`src/rtl/riscy_pkg.sv`:
```
// Shared RV32I decode definitions: ALU op encoding, opcode/funct constants and
// a pure decode function used by the issue stage.
package riscy_pkg;

  typedef enum logic [2:0] {
    ALU_ADD = 3'b000,
    ALU_SUB = 3'b001,
    ALU_AND = 3'b010,
    ALU_OR  = 3'b011,
    ALU_SLT = 3'b101
  } alu_ctrl_e;

  localparam logic [6:0] OP_REG = 7'b0110011;
  localparam logic [6:0] OP_IMM = 7'b0010011;

  localparam logic [2:0] F3_ADD = 3'b000;
  localparam logic [2:0] F3_SLT = 3'b010;
  localparam logic [2:0] F3_OR  = 3'b110;
  localparam logic [2:0] F3_AND = 3'b111;

  localparam logic [6:0] F7_BASE = 7'h00;
  localparam logic [6:0] F7_SUB  = 7'h20;

  typedef struct packed {
    logic      legal;
    logic      is_r;   // opcode is OP_REG, so rs2 takes part in hazard check
    alu_ctrl_e ctrl;
    logic [4:0] rd;
    logic [4:0] rs1;
    logic [4:0] rs2;
    logic [11:0] imm;
  } decoded_t;

  function automatic decoded_t decode(input logic [31:0] instr);
    decoded_t   d;
    logic [6:0] op;
    logic [2:0] f3;
    logic [6:0] f7;
    op      = instr[6:0];
    f3      = instr[14:12];
    f7      = instr[31:25];
    d       = '0;
    d.ctrl  = ALU_ADD;
    d.rd    = instr[11:7];
    d.rs1   = instr[19:15];
    d.rs2   = instr[24:20];
    d.imm   = instr[31:20];
    d.is_r  = (op == OP_REG);
    if (op == OP_REG) begin
      case (f3)
        F3_ADD: begin
          d.legal = (f7 == F7_BASE) || (f7 == F7_SUB);
          d.ctrl  = (f7 == F7_SUB) ? ALU_SUB : ALU_ADD;
        end
        F3_SLT: begin d.legal = (f7 == F7_BASE); d.ctrl = ALU_SLT; end
        F3_OR:  begin d.legal = (f7 == F7_BASE); d.ctrl = ALU_OR;  end
        F3_AND: begin d.legal = (f7 == F7_BASE); d.ctrl = ALU_AND; end
        default: d.legal = 1'b0;
      endcase
    end else if (op == OP_IMM) begin
      case (f3)
        F3_ADD: begin d.legal = 1'b1; d.ctrl = ALU_ADD; end
        F3_SLT: begin d.legal = 1'b1; d.ctrl = ALU_SLT; end
        F3_OR:  begin d.legal = 1'b1; d.ctrl = ALU_OR;  end
        F3_AND: begin d.legal = 1'b1; d.ctrl = ALU_AND; end
        default: d.legal = 1'b0;
      endcase
    end
    return d;
  endfunction

endpackage

```
`src/rtl/decode_issue_if.sv`:
```
// Fetch-side, issue-side and writeback signals of the decode/issue stage.
interface decode_issue_if #(parameter int XLEN = 32);
  import riscy_pkg::*;

  logic            in_valid;
  logic            in_ready;
  logic [31:0]     in_instr;
  logic            out_valid;
  logic            out_ready;
  logic [XLEN-1:0] out_rs1;
  logic [XLEN-1:0] out_rs2;
  alu_ctrl_e       out_ctrl;
  logic [4:0]      out_rd;
  logic            wb_en;
  logic [4:0]      wb_addr;
  logic [XLEN-1:0] wb_data;
  logic            illegal;

  modport master (
    output in_valid, in_instr, out_ready, wb_en, wb_addr, wb_data,
    input  in_ready, out_valid, out_rs1, out_rs2, out_ctrl, out_rd, illegal
  );

  modport slave (
    input  in_valid, in_instr, out_ready, wb_en, wb_addr, wb_data,
    output in_ready, out_valid, out_rs1, out_rs2, out_ctrl, out_rd, illegal
  );
endinterface

```
`src/rtl/decode_issue_regfile.sv`:
```
// Architectural register file: two async reads with write-through bypass,
// one synchronous write, x0 hardwired to zero. Contents are not reset.
module decode_issue_regfile #(
  parameter int XLEN  = 32,
  parameter int NREGS = 32,
  localparam int AW   = $clog2(NREGS)
) (
  input  logic            clk,
  input  logic            i_we,
  input  logic [AW-1:0]   i_waddr,
  input  logic [XLEN-1:0] i_wdata,
  input  logic [AW-1:0]   i_raddr1,
  output logic [XLEN-1:0] o_rdata1,
  input  logic [AW-1:0]   i_raddr2,
  output logic [XLEN-1:0] o_rdata2
);

  logic [XLEN-1:0] r_mem [NREGS];

  always_ff @(posedge clk) begin
    if (i_we && (i_waddr != '0)) r_mem[i_waddr] <= i_wdata;
  end

  // A read of the register being written this cycle sees the new value.
  always_comb begin
    o_rdata1 = r_mem[i_raddr1];
    o_rdata2 = r_mem[i_raddr2];
    if (i_we && (i_waddr == i_raddr1)) o_rdata1 = i_wdata;
    if (i_we && (i_waddr == i_raddr2)) o_rdata2 = i_wdata;
    if (i_raddr1 == '0) o_rdata1 = '0;
    if (i_raddr2 == '0) o_rdata2 = '0;
  end

endmodule

```
`src/rtl/decode_issue.sv`:
```
// RV32I decode / operand issue: decodes, reads operands, tracks in-flight
// destinations with a busy-bit scoreboard and holds one registered ALU slot.
module decode_issue
  import riscy_pkg::*;
#(
  parameter int XLEN  = 32,
  parameter int NREGS = 32
) (
  input  logic           clk,
  input  logic           rst_n,
  decode_issue_if.slave  bus
);

  localparam int AW = $clog2(NREGS);

  decoded_t        w_dec;
  logic [XLEN-1:0] w_rdata1, w_rdata2, w_opb;
  logic [NREGS-1:0] r_busy, w_clr, w_set, w_busy_eff;
  logic            w_hazard, w_ready, w_acc, w_load;

  logic            r_valid, r_illegal;
  logic [XLEN-1:0] r_rs1, r_rs2;
  alu_ctrl_e       r_ctrl;
  logic [4:0]      r_rd;

  assign w_dec = decode(bus.in_instr);

  decode_issue_regfile #(.XLEN(XLEN), .NREGS(NREGS)) u_rf (
    .clk      (clk),
    .i_we     (bus.wb_en),
    .i_waddr  (bus.wb_addr[AW-1:0]),
    .i_wdata  (bus.wb_data),
    .i_raddr1 (w_dec.rs1[AW-1:0]),
    .o_rdata1 (w_rdata1),
    .i_raddr2 (w_dec.rs2[AW-1:0]),
    .o_rdata2 (w_rdata2)
  );

  // A producer retiring this cycle no longer blocks its consumers.
  assign w_clr      = bus.wb_en ? (NREGS'(1) << bus.wb_addr) : '0;
  assign w_busy_eff = r_busy & ~w_clr;
  assign w_hazard   = w_busy_eff[w_dec.rs1]
                    | (w_dec.is_r & w_busy_eff[w_dec.rs2])
                    | w_busy_eff[w_dec.rd];
  assign w_ready    = !w_hazard && (!r_valid || bus.out_ready);
  assign w_acc      = bus.in_valid && w_ready;
  assign w_load     = w_acc && w_dec.legal;
  assign w_set      = (w_load && (w_dec.rd != 5'd0)) ? (NREGS'(1) << w_dec.rd) : '0;
  assign w_opb      = w_dec.is_r ? w_rdata2 : {{(XLEN-12){w_dec.imm[11]}}, w_dec.imm};

  always_ff @(posedge clk or negedge rst_n) begin
    if (!rst_n) r_busy <= '0;
    else        r_busy <= (w_busy_eff | w_set) & ~NREGS'(1);
  end

  always_ff @(posedge clk or negedge rst_n) begin
    if (!rst_n) begin
      r_valid   <= 1'b0;
      r_illegal <= 1'b0;
      r_rs1     <= '0;
      r_rs2     <= '0;
      r_ctrl    <= ALU_ADD;
      r_rd      <= '0;
    end else begin
      r_illegal <= w_acc && !w_dec.legal;
      if (w_load) begin
        r_valid <= 1'b1;
        r_rs1   <= w_rdata1;
        r_rs2   <= w_opb;
        r_ctrl  <= w_dec.ctrl;
        r_rd    <= w_dec.rd;
      end else if (bus.out_ready) begin
        r_valid <= 1'b0;
      end
    end
  end

  assign bus.in_ready  = w_ready;
  assign bus.out_valid = r_valid;
  assign bus.out_rs1   = r_rs1;
  assign bus.out_rs2   = r_rs2;
  assign bus.out_ctrl  = r_ctrl;
  assign bus.out_rd    = r_rd;
  assign bus.illegal   = r_illegal;

endmodule

```
`src/flat_wrapper.sv`:
```
// flat-port wrapper written by rule: the top's interface ports become plain ports
module decode_issue_flat import riscy_pkg::*;
#(
  parameter int XLEN  = 32,
  parameter int NREGS = 32
)
  (clk, rst_n, bus_in_valid, bus_in_instr, bus_out_ready, bus_wb_en, bus_wb_addr, bus_wb_data, bus_in_ready, bus_out_valid, bus_out_rs1, bus_out_rs2, bus_out_ctrl, bus_out_rd, bus_illegal);
  decode_issue_if #(.XLEN(XLEN)) bus_i ();
  input  logic clk;
  input  logic rst_n;
  input wire logic [$bits(bus_i.in_valid)-1:0] bus_in_valid;
  input wire logic [$bits(bus_i.in_instr)-1:0] bus_in_instr;
  input wire logic [$bits(bus_i.out_ready)-1:0] bus_out_ready;
  input wire logic [$bits(bus_i.wb_en)-1:0] bus_wb_en;
  input wire logic [$bits(bus_i.wb_addr)-1:0] bus_wb_addr;
  input wire logic [$bits(bus_i.wb_data)-1:0] bus_wb_data;
  output wire logic [$bits(bus_i.in_ready)-1:0] bus_in_ready;
  output wire logic [$bits(bus_i.out_valid)-1:0] bus_out_valid;
  output wire logic [$bits(bus_i.out_rs1)-1:0] bus_out_rs1;
  output wire logic [$bits(bus_i.out_rs2)-1:0] bus_out_rs2;
  output wire logic [$bits(bus_i.out_ctrl)-1:0] bus_out_ctrl;
  output wire logic [$bits(bus_i.out_rd)-1:0] bus_out_rd;
  output wire logic [$bits(bus_i.illegal)-1:0] bus_illegal;
  assign bus_i.in_valid = bus_in_valid;
  assign bus_i.in_instr = bus_in_instr;
  assign bus_i.out_ready = bus_out_ready;
  assign bus_i.wb_en = bus_wb_en;
  assign bus_i.wb_addr = bus_wb_addr;
  assign bus_i.wb_data = bus_wb_data;
  assign bus_in_ready = bus_i.in_ready;
  assign bus_out_valid = bus_i.out_valid;
  assign bus_out_rs1 = bus_i.out_rs1;
  assign bus_out_rs2 = bus_i.out_rs2;
  assign bus_out_ctrl = bus_i.out_ctrl;
  assign bus_out_rd = bus_i.out_rd;
  assign bus_illegal = bus_i.illegal;
  decode_issue #(.XLEN(XLEN), .NREGS(NREGS)) u_core (.clk(clk), .rst_n(rst_n), .bus(bus_i));
endmodule
```
`config.mk`:
```
export PLATFORM = sky130hd
export DESIGN_NAME = decode_issue_flat
export DESIGN_NICKNAME = d
export VERILOG_FILES = /design/src/rtl/riscy_pkg.sv /design/src/rtl/decode_issue_if.sv /design/src/rtl/decode_issue_regfile.sv /design/src/rtl/decode_issue.sv /design/src/flat_wrapper.sv
export SDC_FILE = /design/constraint.sdc
export NUM_CORES = 2
export LEC_CHECK = 0
export ABC_CLOCK_PERIOD_IN_PS = 7090
export CAP_MARGIN = 20
export CORE_MARGIN = 1
export CORE_UTILIZATION = 40
export CTS_BUF_LIST = sky130_fd_sc_hd__clkbuf_4
export DETAILED_ROUTE_END_ITERATION = 12
export PLACE_DENSITY = 0.53
export RECOVER_POWER = 50
export SLEW_MARGIN = 40
export SYNTH_ARGS = -nofsm -noshare
export SYNTH_HDL_FRONTEND = slang
export SYNTH_SLANG_ARGS = --single-unit
```
`constraint.sdc`:
```
create_clock -name clk -period 7.09 [get_ports clk]
set_clock_uncertainty 0.05 [all_clocks]
set_input_delay 1.418 -clock clk [delete_from_list [all_inputs] [get_ports clk]]
set_output_delay 1.418 -clock clk [all_outputs]
set_load 0.02 [all_outputs]
```
==> results.sh <==
export IMPL_crit_buf_inv=2
export IMPL_drtPass1Iterations=7
export IMPL_cts_resized=0
export IMPL_routed_via_count=31110
export IMPL_layout_min_cycle_time_ns=6.732
export IMPL_gp_congestion=0.8583
export IMPL_cts_root_buf="clkbuf_4"
export IMPL_clkTransAtPathRegs_ns=0.06
export IMPL_endpoint_kind="primary output"
export IMPL_area_growth_pct=15.95
export IMPL_hold_class="reg -> reg"
export IMPL_rows=133
export IMPL_clk_latency_ns=1.28
export IMPL_numCtsBuffers=326
export IMPL_holdPathStages=1
export IMPL_die_x_um=366.1
export IMPL_p_leak_uw=0.02035
export IMPL_start_kind="input port"
export IMPL_whs_endpoint="u_core.bus.out_rs2[11]"
export IMPL_synth_seq_cells=1129
export IMPL_num_io_pins=149
export IMPL_path_class="in -> out"
export IMPL_cts_hold_buffers=1
export IMPL_violations="capacitance limit, slew limit"
export IMPL_first_iter_violations=3461
export IMPL_r2r_cells=9
export IMPL_fin_crit_sh_pct=94.95
export IMPL_ys_flop_type="edfxtp_1"
export IMPL_max_clock_freq_mhz=148.6
export IMPL_drive_gt1_share_pct=42.44
export IMPL_synth_area_um2=53030
export IMPL_cts_setup_buffers=0
export IMPL_grt_total_usage_pct=25.68
export IMPL_maxCapViolations=8
export IMPL_finalSetupViolCount=0
export IMPL_cts_tree="yes"
export IMPL_crit_family="compound AO/OA/AOI/OAI gates"
export IMPL_layout_filler_cells=11260
export IMPL_r2r_start="u_core.r_busy[11]"
export IMPL_nets=3120
export IMPL_synth_async_reset_ratio_pct=9.300
export IMPL_cp_arrival_ns=5.26
export IMPL_cts_sinks=1129
export IMPL_outcome="finished with violations"
export IMPL_synth_edf_count=1024
export IMPL_critPathRequiredTime_ns=5.62
export IMPL_antenna_found_initial=5
export IMPL_slowest_delay_ns=0.87
export IMPL_die_area_um2=134000
export IMPL_worst_ir_drop_vdd_uv=173.5
export IMPL_globalRouteOverflowTotal=0
export IMPL_hold_violations=0
export IMPL_instances_no_fill=5030
export IMPL_core_um2=131500
export IMPL_rsz0062_at_grt="no"
export IMPL_worstHoldStart="u_core.bus.out_rs2[11]"
export IMPL_ys_seq_area_share_pct=62.94
export IMPL_ff2ff_setup_slack_ns=3.93
export IMPL_wl_um=170600
export IMPL_drtAntennaViolNets=0
export IMPL_tns_ns=0
export IMPL_multi_input_area_um2=19100
export IMPL_path_cells="clkdlybuf4s50_1 > or4b_1 > o21ai_2 > nor3_1 > a2111o_1 > a41o_1 > a311oi_2 > and2_1 > clkdlybuf4s50_1"
export IMPL_grt_max_degree=83
export IMPL_fp_dieH_um=366.1
export IMPL_cts_max_path_buffers=4
export IMPL_worstPathMaxFanout=9
export IMPL_viasPerCell=6.185
export IMPL_wl_per_cell_um=33.92
export IMPL_seq_area_um2=33380
export IMPL_grt_pass1_wl_um=242700
export IMPL_slew_headroom_pct=-152.2
export IMPL_start_util_pct=40.34
export IMPL_yosysWarnings=0
export IMPL_dp_hpwl_um=96800
export IMPL_timing_rr_end="u_core.bus.out_rs1[16]"
export IMPL_post_route_drc_count=0
export IMPL_dp_cells=4471
export IMPL_hold_ws_ns=0.4555
export IMPL_drv_slew=267
export IMPL_crit_path_frequent_cell="clkdlybuf4s50_1"
export IMPL_worst_slew_pin_slew_ns=3.782
export IMPL_syn_area_per_cell_um2=20.28
export IMPL_powerDensity_nw_per_um2=237.7
export IMPL_cts_htree_levels=5
export IMPL_portBuffers=148
export IMPL_grt_pass1_vias=33090
export IMPL_synth_cell_types=63
export IMPL_crit_slowest_cell="or4b_1"
export IMPL_syn_inst=2615
-- cell usage in the layout (no fill, tap or decap), types with 14 or more instances in the layout --
cell type and count:
mux2i_1 68, o211ai_1 17, conb_1 32, nand3_1 19
nor2_4 27, edfxtp_1 1024, nor2_1 58, mux4_2 642
buf_6 25, o21ai_0 85, o31ai_1 18, a21oi_1 24
buf_16 14, clkbuf_4 479, clkdlybuf4s50_1 106, nand2_1 62
mux2_2 45, a211oi_1 33, clkinv_1 56, dfrtp_1 105
clkbuf_1 36, buf_4 84, mux2_4 28
-- worst max path at each step --
| stage | from | to | slack [ns] | cells past startpoint |
|---|---|---|---|---|
| 4_1_cts | bus_wb_addr[4] | bus_in_ready | 0.41 | 9 |
| 6_report | bus_wb_addr[4] | bus_in_ready | 0.36 | 9 |
| 3_3_place_gp | bus_wb_addr[4] | bus_in_ready | 0.44 | 9 |
| 2_1_floorplan | bus_wb_addr[4] | bus_in_ready | 0.85 | 10 |
| 3_5_place_dp | bus_wb_addr[4] | bus_in_ready | 0.42 | 9 |
| 5_1_grt | bus_wb_addr[4] | bus_in_ready | 0.27 | 9 |
-- cells by family (layout without fill, tap and decap cells) --
group / count (synthesis) / count (layout) / share of synthesized area (%)
AO/OA/AOI/OAI: 235 / 235 / 2.874
XOR/XNOR: 12 / 12 / 0.1982
buffers and inverters: 231 / 851 / 1.718
flip-flops: 1129 / 1129 / 62.94
multiplexers: 783 / 783 / 30.30
other: 1 / 41 / 0.007072
AND/OR/NAND/NOR: 224 / 224 / 1.963
-- state kept, by name, indices dropped and copies added (netlist names) --
name	flops
u_core.u_rf.r_mem	1024
u_core.bus.out_rs1	32
u_core.bus.out_rs2	32
u_core.r_busy	31
u_core.bus.out_rd	5
u_core.bus.out_ctrl	3
u_core.bus.illegal	1
u_core.bus.out_valid	1
-- per-layer routing --
layer	share of wire, %	wire length (um)	GRT usage (%)
met5	0.021	36	0
met4	2.7	4577	8.199
met3	7.7	13060	5.772
met2	49	82880	40.94
met1	41	70060	35.11
-- report_power, final --
part           switching, uW  internal, uW  total [uW]  leakage [uW]
registers               43.0          7370        7410        0.0107
clock network           2760          3140        5900       0.00236
logic                    718           588        1310       0.00728
total                   3520         11100       14600        0.0204
-- synth_stat cells, drive strengths merged (2+ instances only) --
master | instances | area (um^2)
edfxtp | 1024 | 30750
mux4 | 642 | 14460
clkbuf | 139 | 521.8
dfrtp | 105 | 2628
o21ai | 94 | 478.0
nor2 | 85 | 319.1
buf | 78 | 336.6
mux2 | 73 | 927.1
mux2i | 68 | 680.7
nand2 | 62 | 232.7
a211oi | 34 | 255.2
a21oi | 24 | 120.1
nand3 | 21 | 105.1
o211ai | 18 | 140.1
o31ai | 18 | 135.1
inv | 14 | 52.55
nor3 | 11 | 55.05
o2111ai | 11 | 96.34
nor2b | 8 | 50.05
xor2 | 7 | 61.31
o22ai | 6 | 37.54
a311oi | 5 | 50.04
xnor2 | 5 | 43.79
and2 | 4 | 25.02
nand2b | 4 | 25.02
nand4 | 4 | 25.02
nor4 | 4 | 25.02
a31oi | 3 | 18.77
nand4b | 3 | 26.28
nand4bb | 3 | 33.78
nor4bb | 3 | 30.03
o32ai | 3 | 26.28
a2111o | 2 | 22.52
a21boi | 2 | 15.01
a22oi | 2 | 15.01
and3 | 2 | 12.51
o221ai | 2 | 17.52
o311ai | 2 | 17.52
or2 | 2 | 12.51
or3 | 2 | 12.51
or4 | 2 | 15.01
-- layout make-up --
type / instances / share of cell area (%)
Antenna cell: 9 / 0.03663
Clock buffer: 479 / 5.848
Clock inverter: 69 / 0.5209
Inverter: 14 / 0.09361
Multi-Input combinational cell: 1286 / 31.06
Sequential cell: 1129 / 54.28
Tap cell: 1755 / 3.571
Timing Repair Buffer: 289 / 4.585
-- per-stage QoR --
| step | util, % | total power [uW] | setup slack (ns) | cell area (um^2) |
|---|---|---|---|---|
| global route | 46.77 | 15210 | 0.2651 | 61490 |
| finish | 46.77 | 14610 | 0.3583 | 61490 |
| floorplan | - | 8337 | 0.8495 | 53140 |
| CTS | 46.84 | 14820 | 0.4132 | 61570 |
| detailed placement | 43.85 | 8874 | 0.4155 | 57650 |
| global placement | 43.50 | 8855 | 0.4384 | 57190 |
Power figures use the tool's default switching activity.
